### src/rtl/mem_arb_pkg.sv
// Shared types and default parameters for the two-port memory arbiter.
package mem_arb_pkg;

  localparam int ADDR_W_DEF  = 16;
  localparam int DATA_W_DEF  = 16;
  localparam int TO_W_DEF    = 8;
  localparam int TIMEOUT_DEF = 200;

  typedef enum logic [1:0] {
    IDLE  = 2'd0,
    ISSUE = 2'd1,
    WAIT  = 2'd2,
    RESP  = 2'd3
  } state_t;

endpackage

### src/rtl/rr_arb2.sv
// Two-way round-robin picker; on a tie the port that did not win last time is chosen.
module rr_arb2 (
  input  logic req0,
  input  logic req1,
  input  logic last_grant,
  output logic gnt_valid,
  output logic gnt_id
);

  always_comb begin
    gnt_valid = req0 | req1;
    gnt_id    = (req0 && req1) ? ~last_grant : req1;
  end

endmodule

### src/rtl/mem_arbiter.sv
// Two-requester round-robin arbiter and sequencer in front of memory_system.
// Issues one enable pulse per transaction, returns data with ack, or err on a hang.
module mem_arbiter
  import mem_arb_pkg::*;
#(
  parameter int ADDR_W  = ADDR_W_DEF,
  parameter int DATA_W  = DATA_W_DEF,
  parameter int TO_W    = TO_W_DEF,
  parameter int TIMEOUT = TIMEOUT_DEF
) (
  input  logic              clk,
  input  logic              rst,
  input  logic              req0,
  input  logic              req1,
  input  logic              rd_wrt0,
  input  logic              rd_wrt1,
  input  logic [ADDR_W-1:0] addr0,
  input  logic [ADDR_W-1:0] addr1,
  input  logic [DATA_W-1:0] wdata0,
  input  logic [DATA_W-1:0] wdata1,
  output logic              ack0,
  output logic              ack1,
  output logic              err0,
  output logic              err1,
  output logic [DATA_W-1:0] rdata,
  output logic              busy,
  output logic              ms_enable,
  output logic              ms_rd_wrt,
  output logic [ADDR_W-1:0] ms_addr,
  output logic [DATA_W-1:0] ms_data_in,
  input  logic              ms_idle,
  input  logic              ms_done,
  input  logic [DATA_W-1:0] ms_data_out
);

  localparam logic [TO_W-1:0] TO_LAST = TO_W'(TIMEOUT - 1);

  state_t            state_q, state_d;
  logic              last_grant_q, last_grant_d;
  logic              owner_q, owner_d;
  logic [TO_W-1:0]   cnt_q, cnt_d;
  logic              gnt_valid, gnt_id;

  logic              ack0_d, ack1_d, err0_d, err1_d, busy_d;
  logic              ms_enable_d, ms_rd_wrt_d;
  logic [ADDR_W-1:0] ms_addr_d;
  logic [DATA_W-1:0] ms_data_in_d, rdata_d;

  rr_arb2 u_rr (
    .req0       (req0),
    .req1       (req1),
    .last_grant (last_grant_q),
    .gnt_valid  (gnt_valid),
    .gnt_id     (gnt_id)
  );

  always_comb begin
    state_d      = state_q;
    last_grant_d = last_grant_q;
    owner_d      = owner_q;
    cnt_d        = cnt_q;
    ms_enable_d  = 1'b0;
    ms_rd_wrt_d  = ms_rd_wrt;
    ms_addr_d    = ms_addr;
    ms_data_in_d = ms_data_in;
    rdata_d      = rdata;
    ack0_d       = 1'b0;
    ack1_d       = 1'b0;
    err0_d       = 1'b0;
    err1_d       = 1'b0;
    case (state_q)
      IDLE: begin
        // The cycle carrying err is the one where the aborted requester still
        // holds req; granting then would restart the transaction it is dropping.
        if (gnt_valid && ms_idle && !(err0 || err1)) begin
          state_d      = ISSUE;
          owner_d      = gnt_id;
          last_grant_d = gnt_id;
          ms_enable_d  = 1'b1;
          ms_rd_wrt_d  = gnt_id ? rd_wrt1 : rd_wrt0;
          ms_addr_d    = gnt_id ? addr1 : addr0;
          ms_data_in_d = gnt_id ? wdata1 : wdata0;
        end
      end
      ISSUE: begin
        cnt_d = '0;
        if (ms_done) begin
          rdata_d = ms_data_out;
          ack0_d  = ~owner_q;
          ack1_d  = owner_q;
          state_d = RESP;
        end else begin
          state_d = WAIT;
        end
      end
      WAIT: begin
        if (ms_done) begin
          rdata_d = ms_data_out;
          ack0_d  = ~owner_q;
          ack1_d  = owner_q;
          state_d = RESP;
        end else if (cnt_q == TO_LAST) begin
          err0_d  = ~owner_q;
          err1_d  = owner_q;
          state_d = IDLE;
        end else begin
          cnt_d = cnt_q + 1'b1;
        end
      end
      RESP: begin
        state_d = IDLE;
      end
      default: begin
        state_d = IDLE;
      end
    endcase
    busy_d = (state_d != IDLE);
  end

  always_ff @(posedge clk) begin
    if (!rst) begin
      state_q      <= IDLE;
      last_grant_q <= 1'b1;
      owner_q      <= 1'b0;
      cnt_q        <= '0;
      ms_enable    <= 1'b0;
      ms_rd_wrt    <= 1'b0;
      ms_addr      <= '0;
      ms_data_in   <= '0;
      rdata        <= '0;
      ack0         <= 1'b0;
      ack1         <= 1'b0;
      err0         <= 1'b0;
      err1         <= 1'b0;
      busy         <= 1'b0;
    end else begin
      state_q      <= state_d;
      last_grant_q <= last_grant_d;
      owner_q      <= owner_d;
      cnt_q        <= cnt_d;
      ms_enable    <= ms_enable_d;
      ms_rd_wrt    <= ms_rd_wrt_d;
      ms_addr      <= ms_addr_d;
      ms_data_in   <= ms_data_in_d;
      rdata        <= rdata_d;
      ack0         <= ack0_d;
      ack1         <= ack1_d;
      err0         <= err0_d;
      err1         <= err1_d;
      busy         <= busy_d;
    end
  end

endmodule

### config.mk
export PLATFORM = sky130hd
export DESIGN_NAME = mem_arbiter
export DESIGN_NICKNAME = d
export VERILOG_FILES = /design/src/rtl/mem_arb_pkg.sv /design/src/rtl/rr_arb2.sv /design/src/rtl/mem_arbiter.sv
export SDC_FILE = /design/constraint.sdc
export NUM_CORES = 1
export LEC_CHECK = 0
export ABC_AREA = 1
export BUFFER_PORTS_ARGS = -buffer_cell sky130_fd_sc_hd__buf_2
export CAP_MARGIN = 40
export CORE_UTILIZATION = 35
export CTS_BUF_LIST = sky130_fd_sc_hd__clkbuf_2
export CTS_CLUSTER_DIAMETER = 50
export DETAILED_ROUTE_END_ITERATION = 7
export GPL_ROUTABILITY_DRIVEN = 0
export PLACE_DENSITY_LB_ADDON = 0.08
export SYNTH_ARGS = -nofsm -noshare
export SYNTH_HDL_FRONTEND = slang
export SYNTH_SLANG_ARGS = --single-unit
### constraint.sdc
create_clock -name clk -period 1.8 [get_ports clk]
set_input_delay 0.18 -clock clk [delete_from_list [all_inputs] [get_ports clk]]
set_output_delay 0.18 -clock clk [all_outputs]
set_load 0.1 [all_outputs]
### Word-level counts from Yosys, hierarchy flattened

Cells that the tools add are included.

* $add $sub $neg: 1
* equal/unequal tests: 6
* multiplexer cells: 13
* bitwise operators: 6
* reduce and logical (&&, ||, !) cells: 15

Operator list (count)
* 2-to-1 mux 16 bit: 2
* 2-to-1 mux 8 bit: 2
* one-hot mux 8 bit (2 select lines): 1
* adder 8 x 1 -> 8 bit (second input constant): 1
* == test 8 bit (second input constant): 1
* one-hot mux 2 bit (4 select lines): 1
* 2-to-1 mux 2 bit: 3
* AND reduction 2 bit: 3
* AND reduction 3 bit: 2
* NOT 1 bit: 5
* == test 2 bit (second input constant): 2
* 2-to-1 mux 1 bit: 4
* != test 2 bit (second input constant): 2
* nonzero test 2 bit: 2
* OR reduction 4 bit: 1
* logical AND 1 bit: 3
* == test 2 x 1 -> 1 bit (second input constant): 1
* logical NOT 2 bit: 1
* OR reduction 2 bit: 1
* logical NOT 1 bit: 1
* logical OR 1 bit: 1
* bitwise OR 1 bit: 1

* register bits after elaboration: 67
* input bits: 88
* output and inout port bits: 55

### Depth between registers and ports, before layout

Gate-level depths: netlist of the first run.

* word-level depth: 6
* depth in mapped cells: 10

### Hierarchy

A second synthesis of the first run with hierarchy kept.

* cells, all modules: 345
* area, all modules: 2890.3 µm²

By module, submodules not included
* mem_arbiter: times used 1, cells an instance 342, area an instance 2875.3 µm²
* rr_arb2: times used 1, cells an instance 3, area an instance 15.0 µm²

### Least setup slack after synthesis of the first run

OpenSTA, ideal clock, no wires.

* path kind: reg-to-reg
* from: register err1
* to: register ms_addr[0]
* library setup time: 0.075 ns
* arrival time: 1.646 ns
* data required time: 1.725 ns
* path slack: 0.079 ns
* cell stages (with the launch flop): 7
* path buffers: 2
* period minus slack after synthesis: 1.721 ns
* cells stage by stage: dfxtp_1 > nor2_2 > nand3_4 > nor2_8 > buf_6 > buf_4 > a31oi_1

* word-level cells in the longest chain between the ends: 4

Ends and longest elaborated chain
* start: declaration: line mem_arbiter.sv:24 `output logic err1,`
* start signal: assignment: line mem_arbiter.sv:149 `err1 <= err1_d;`
* logical OR 1 bit: line mem_arbiter.sv:75 `if (gnt_valid && ms_idle && !(err0 || err1)) begin`
* logical NOT 1 bit: line mem_arbiter.sv:75
* logical AND 1 bit: line mem_arbiter.sv:75
* AND reduction 2 bit (no line)
* end signal: assignment: line mem_arbiter.sv:143 `ms_addr <= ms_addr_d;`
* end: declaration: line mem_arbiter.sv:29 `output logic [ADDR_W-1:0] ms_addr,`

No other way between the ends.
A chain may end at the register's enable or synchronous reset.

### Final worst setup path of the first run

* from: register state_q[0]
* to: register ms_addr[4]

* word-level cells in the longest chain between the ends: 2

Ends and longest elaborated chain
* start: declaration: line mem_arbiter.sv:38 `state_t state_q, state_d;`
* start signal: assignment: line mem_arbiter.sv:137 `state_q <= state_d;`
* logical NOT 2 bit: line mem_arbiter.sv:71 `case (state_q)`
* AND reduction 2 bit (no line)

No other way between the ends.

==> results of run 1 <==
-- worst max-delay path, delay by kind of cell, from the launching register on --
kind / cells / cell delay, ps
AOI/OAI and AO/OA: 2 / 310
adders and majority gates: 1 / 170
buffers and inverters: 3 / 450
DFF: 1 / 370
and+or+nand+nor: 1 / 120
-- Yosys cell counts --
cell       n  share of area
nand2_1   99           0.13
dfxtp_1   67           0.46
nor2_1    50          0.065
o21ai_0   38          0.065
a31oi_1   33          0.071
inv_1     22          0.028
o21ai_1   12          0.021
a21oi_1    8          0.014
clkbuf_1   8          0.010
nand3_1    7          0.012
buf_2      5         0.0086
ha_1       5          0.022
nand2_2    5          0.011
buf_6      4          0.015
nor2_2     4         0.0086
buf_4      3         0.0077
nand2_4    3          0.012
nand4_1    2         0.0043
nor2_4     2         0.0077
nor3_1     2         0.0034
a21oi_2    1         0.0030
buf_1      1         0.0013
clkinv_1   1         0.0013
nand3_4    1         0.0060
nor2_8     1         0.0069
nor3_2     1         0.0034
xor2_1     1         0.0030
-- stage by stage --
step | hold WS [ps] | worst slack (ps)
2_1_floorplan | 341 | 78.8
3_3_place_gp | 431 | 389
3_5_place_dp | 443 | 357
4_1_cts | 42.0 | 277
5_1_grt | 40.2 | 157
6_report | 85.9 | 296
-- area by class of cell --
cell class,count,area (um2)
repair buffers,230,1590
fillers,726,3260
well taps,102,128
clock inverters,5,77.6
multi-input cells,275,1350
flip-flops and latches,67,1340
clock buffers,11,55.1
inverters,23,86.3
-- path summary, 6_finish.rpt --
check	from	to	slack [ps]	cells past startpoint
min	req1	last_grant_q$_SDFFE_PN1P_	90	5
max	state_q[0]$_SDFF_PN0_	ms_addr[4]$_SDFFE_PN0P_	300	7
max reg2reg	state_q[0]$_SDFF_PN0_	ms_addr[4]$_SDFFE_PN0P_	300	7
min reg2reg	last_grant_q$_SDFFE_PN1P_	last_grant_q$_SDFFE_PN1P_	490	2
-- kinds of logic after synthesis --
group | count (synthesis)
adders and majority gates | 5
AOI/OAI and AO/OA | 92
DFF | 67
buffers and inverters | 44
xor gates and xnor gates | 1
and+or+nand+nor | 177
-- registers in the layout (all words and copies together) (netlist names) --
signal,flops
ms_addr,16
state_q,2
ms_enable,1
err1,1
err0,1
cnt_q,8
ms_rd_wrt,1
ms_data_in,16
ack0,1
owner_q,1
ack1,1
busy,1
last_grant_q,1
rdata,16
-- routing by layer --
layer	routed length, um	GRT usage
met2	4410	0.379
met3	551	0.0732
met4	110	0.0654
met1	3640	0.220
met5	0	0
-- cell usage in the layout, fill, tap and decap left out, drive strengths merged, types with 4 or more instances in the layout --
cell         count
a21oi            9
a31oi           33
buf            148
clkbuf          11
clkinv           4
dfxtp           67
dlygate4sd3     82
ha               5
inv             22
nand2          107
nand3            8
nor2            57
o21ai           50
-- report_power, final --
group / internal (mW) / switching, mW
Sequential: 1.60 / 0.0528
Clock: 0.468 / 0.524
Combinational: 0.381 / 1.13
==> reports/qor.csv, run 1 <==
stage,metric,value,unit
layout,final_area,0.00463,mm2
sta,fmax,665,MHz
placement,dp_cells,615,
global_route,grtUsageTotal,0.207,
route,ant_nets,0,
die,fp.coreArea,0.00789,mm2
run,max_cap_violations,0,
synthesis,synth_compound_area_frac,0.174,
synthesis,syn_area_per_cell,7.53,um2
synthesis,synthSimpleGateAreaFrac,0.267,
route,viasPerCell,4.62,
route,vias,3294,
pwr,cellPowerDensity,898,mW/mm2
die,dieArea,0.00868,mm2
sta,rsz0062_at_grt,no,
setup_path,crit_chain,inv_1 -> ha_1 -> inv_1 -> nor2_8 -> buf_12 -> o21ai_0 -> a31oi_1,
layout,fin_util,0.587,
sta,post-route-min-period,1500,ps
global_route,grt_overflow,0,
synthesis,synth_xor_area_frac,0.00301,
die,die_width,93.2,um
setup_path,crit_type,reg -> reg,
clocking,htree_num_levels,3,
pwr,totalPowerFinal,4.16,mW
die,start_util,0.369,
layout,final_nets,699,
clocking,cts-root-buf,clkbuf_2,
pwr,power_leakage,2.23,nW
status,status,completed,
sta,finalHoldViolCount,0,
synthesis,ys.warnings.count,0,
route,wire_per_inst,12.2,um
placement,placed_cell_area,0.00368,mm2
synthesis,ys_ff_latch,67,
global_route,grt_max_degree,69,
route,drtPass1Iterations,4,
layout,layout-drive-gt1-share,0.296,
die,fp-row-count,32,
synthesis,synthDistinctLibCells,27,
setup_path,cpMostUsedCell,inv_1,
setup_path,critPathLaunchType,flip-flop,
layout,antenna_cells,0,
pwr,vdd_drop_max,526,uV
setup_path,cp_max_fo,68,
synthesis,postSynthNetCount,479,
global_route,antenna_found_initial,0,
global_route,grt_pass1_vias,3263,
sta,fin_crit_sh,0.836,
die,ios,143,
placement,dpl.hpwl,5260,um
clocking,cts_tree,done,
die,dieHeight,93.2,um
clocking,postCtsHoldBufs,82,
clocking,numCtsBuffers,9,
synthesis,synthMuxAreaShare,0,
clocking,cts_buffer_depth,2,
sta,drv_slew,0,
synthesis,synth_cells,386,
synthesis,ys_seq_area_frac,0.461,
clocking,clock-sinks,67,
route,drt-total-wl,8710,um
global_route,grt_pass1_wl,14100,um
layout,synthToLayoutAreaGrowth,59.3,%
clocking,clk_pin_slew,190,ps
sta,tightest_slew,511,ps
synthesis,synth_fa_ha_area_frac,0.0215,
setup_path,arrival,1920,ps
layout,final_cells,713,
sta,final-setup-viol-count,0,
clocking,cts_setup_buffers,0,
route,drc_errors,0,
clocking,post_cts_resized,0,
sta,slew_headroom,0.662,
sta,skew,26.4,ps
setup_path,cpMaxStageDelayCell,dfxtp_1,
placement,io_buffers,142,
sta,final.setup.tns,0,ps
hold_path,min_path_type,in -> reg,
synthesis,syn_area,0.00291,mm2
setup_path,cpPeakStageDelay,370,ps
clocking,clock_latency,480,ps
setup_path,cp.required,2220,ps
route,drt-initial-drc-count,82,
synthesis,synth_top_family_by_area,simple AND/OR/NAND/NOR gates,
setup_path,cp-end-kind,flip-flop,
Note: power is estimated with default switching activity, not from simulation.
==> run 2, diff against run 1 <==
==> constraint.sdc (replaced) <==
create_clock -name clk -period 1.2 [get_ports clk]
set_input_delay 0.12 -clock clk [delete_from_list [all_inputs] [get_ports clk]]
set_output_delay 0.12 -clock clk [all_outputs]
set_load 0.1 [all_outputs]
==> reports/qor.csv, run 2 (synthesis results as in run 1) <==
stage,metric,value,unit
status,status,"finished, violations left",
status,violations,negative setup slack,
global_route,antenna_found_initial,0,
route,drtPass1Iterations,6,
layout,antenna_cells,0,
layout,largest_registers,"ms_addr: 16 flops, ms_data_in: 16 flops, rdata: 16 flops",
pwr,pwr-share-clk,0.218,
clocking,clock_latency,510,ps
pwr,seqPwrFrac,0.352,
sta,finalHoldViolCount,0,
sta,fmax,714,MHz
setup_path,critPathLaunchType,flip-flop,
route,drc_errors,0,
setup_path,crit_type,reg -> reg,
die,die_width,93.2,um
setup_path,cp_max_fo,4,
pwr,cellPowerDensity,1190,mW/mm2
layout,final_nets,741,
placement,place_ws,-106,ps
hold_path,hold_path_depth,5,
layout,final_common_cell,nand2_1,
layout,synthToLayoutAreaGrowth,115,%
setup_path,arrival,1860,ps
placement,io_buffers,142,
die,start_util,0.369,
die,ios,143,
global_route,grt_overflow,0,
sta,rsz0062_at_grt,yes,
sta,final-setup-viol-count,81,
clocking,htree_num_levels,3,
clocking,cts-root-buf,clkbuf_2,
route,ant_nets,0,
setup_path,cp-end-kind,flip-flop,
route,vias,3711,
sta,skew,31.9,ps
route,drt-initial-drc-count,124,
global_route,grt_pass1_wl,18300,um
clocking,numCtsBuffers,9,
setup_path,cpMaxStageDelayCell,dfxtp_4,
setup_path,cp.required,1660,ps
pwr,vdd_drop_max,887,uV
global_route,grt_pass1_vias,3895,
sta,tightest_slew,339,ps
sta,post-route-min-period,1400,ps
setup_path,crit_chain,inv_6 -> buf_4 -> ha_1 -> inv_1 -> nand4_1 -> nand3_1 -> nand2_2 -> nand2_2,
layout,layout-drive-gt1-share,0.505,
route,wire_per_inst,15.3,um
route,viasPerCell,4.92,
pwr,power_leakage,2.74,nW
placement,dpl.hpwl,5510,um
die,fp.coreArea,0.00789,mm2
pwr,power_frac_comb,0.430,
die,dieHeight,93.2,um
clocking,clock-sinks,67,
sta,setup_ws,-201,ps
sta,drv_slew,0,
sta,slew_headroom,0.774,
setup_path,cpMostUsedCell,nand2_2,
pwr,internal-power,4.44,mW
sta,fin_crit_sh,1.17,
clocking,cts_buffer_depth,2,
setup_path,cpPeakStageDelay,420,ps
hold_path,min_path_type,in -> reg,
run,max_cap_violations,0,
global_route,grt_max_degree,35,
die,dieArea,0.00868,mm2
pwr,sw_frac_of_total,0.403,
pwr,totalPowerFinal,7.44,mW
die,fp-row-count,32,
global_route,grtUsageTotal,0.268,
setup_path,rr_worst_depth,8,
route,drt-total-wl,11500,um
clocking,cts_tree,done,
clocking,clk_pin_slew,230,ps
pwr,net-switching-power,3.00,mW
layout,layout_common_cells,"nand2_1, buf_2, dlygate4sd3_1",
[run 2: cell types whose count changed in the layout (fill, tap and decap cells not counted), sizes merged]
cell	before	now
nand2	107	108
dlygate4sd3	82	83
buf	148	186
clkinvlp	0	1
clkinv	4	3
inv	22	24
[run 2: worst paths after layout]
kind / endpoint / startpoint / slack, ps
worst min-delay path: ms_rd_wrt$_SDFFE_PN0P_ / req1 / 90
worst max register to register: busy$_SDFF_PN0_ / state_q[0]$_SDFF_PN0_ / -200
worst min register to register: last_grant_q$_SDFFE_PN1P_ / last_grant_q$_SDFFE_PN1P_ / 490
worst max-delay path: busy$_SDFF_PN0_ / state_q[0]$_SDFF_PN0_ / -200
[run 2: final cells by class]
class | count | area (um2)
Timing Repair Buffer | 271 | 2880
Fill cell | 462 | 1620
Multi-Input combinational cell | 276 | 1570
Sequential cell | 67 | 1440
Tap cell | 102 | 128
Inverter | 23 | 106
Clock inverter | 7 | 98.8
Clock buffer | 9 | 45.0
[run 2: power by group through the flow]
stage / Sequential, mW / Clock [mW] / Combinational (mW)
floorplan: 3.75 / 0 / 0.498
global placement: 2.56 / 0 / 2.15
detailed placement: 2.56 / 0 / 2.17
CTS: 2.62 / 1.64 / 2.98
global route: 2.64 / 1.74 / 3.33
finish: 2.62 / 1.62 / 3.20
[run 2: critical path: cells and delay by family, from the launching register on]
kind / cells / cell delay [ps]
flops: 1 / 420
buf+inv: 3 / 270
fa+ha+maj: 1 / 260
simple gates: 4 / 410
[run 2: timing repair]
action,CTS,global route
hold endpoints to repair,52,0
cloned,3,2
hold buffers,83,0
setup buffers,6,15
pin swaps,11,8
gates resized for setup,264,51
endpoints found under the setup margin,119,122
[run 2: per-layer routing]
| layer | track usage | wire (um) |
|---|---|---|
| met4 | 0.115 | 326 |
| met2 | 0.487 | 5980 |
| met3 | 0.0650 | 635 |
| met1 | 0.295 | 4570 |
| met5 | 0 | 0 |
[run 2: through the flow]
step	cell area [um2]	TNS (ps)	util	hold WS [ps]	instances
after floorplan	3030	-2230	-	273	386
after global placement	4040	-2030	0.512	368	632
after detailed placement	4040	-3690	0.512	381	632
after CTS	5980	-4300	0.758	50.3	740
after global routing	6270	-12120	0.794	62.9	755
final	6270	-5330	0.794	85.7	755
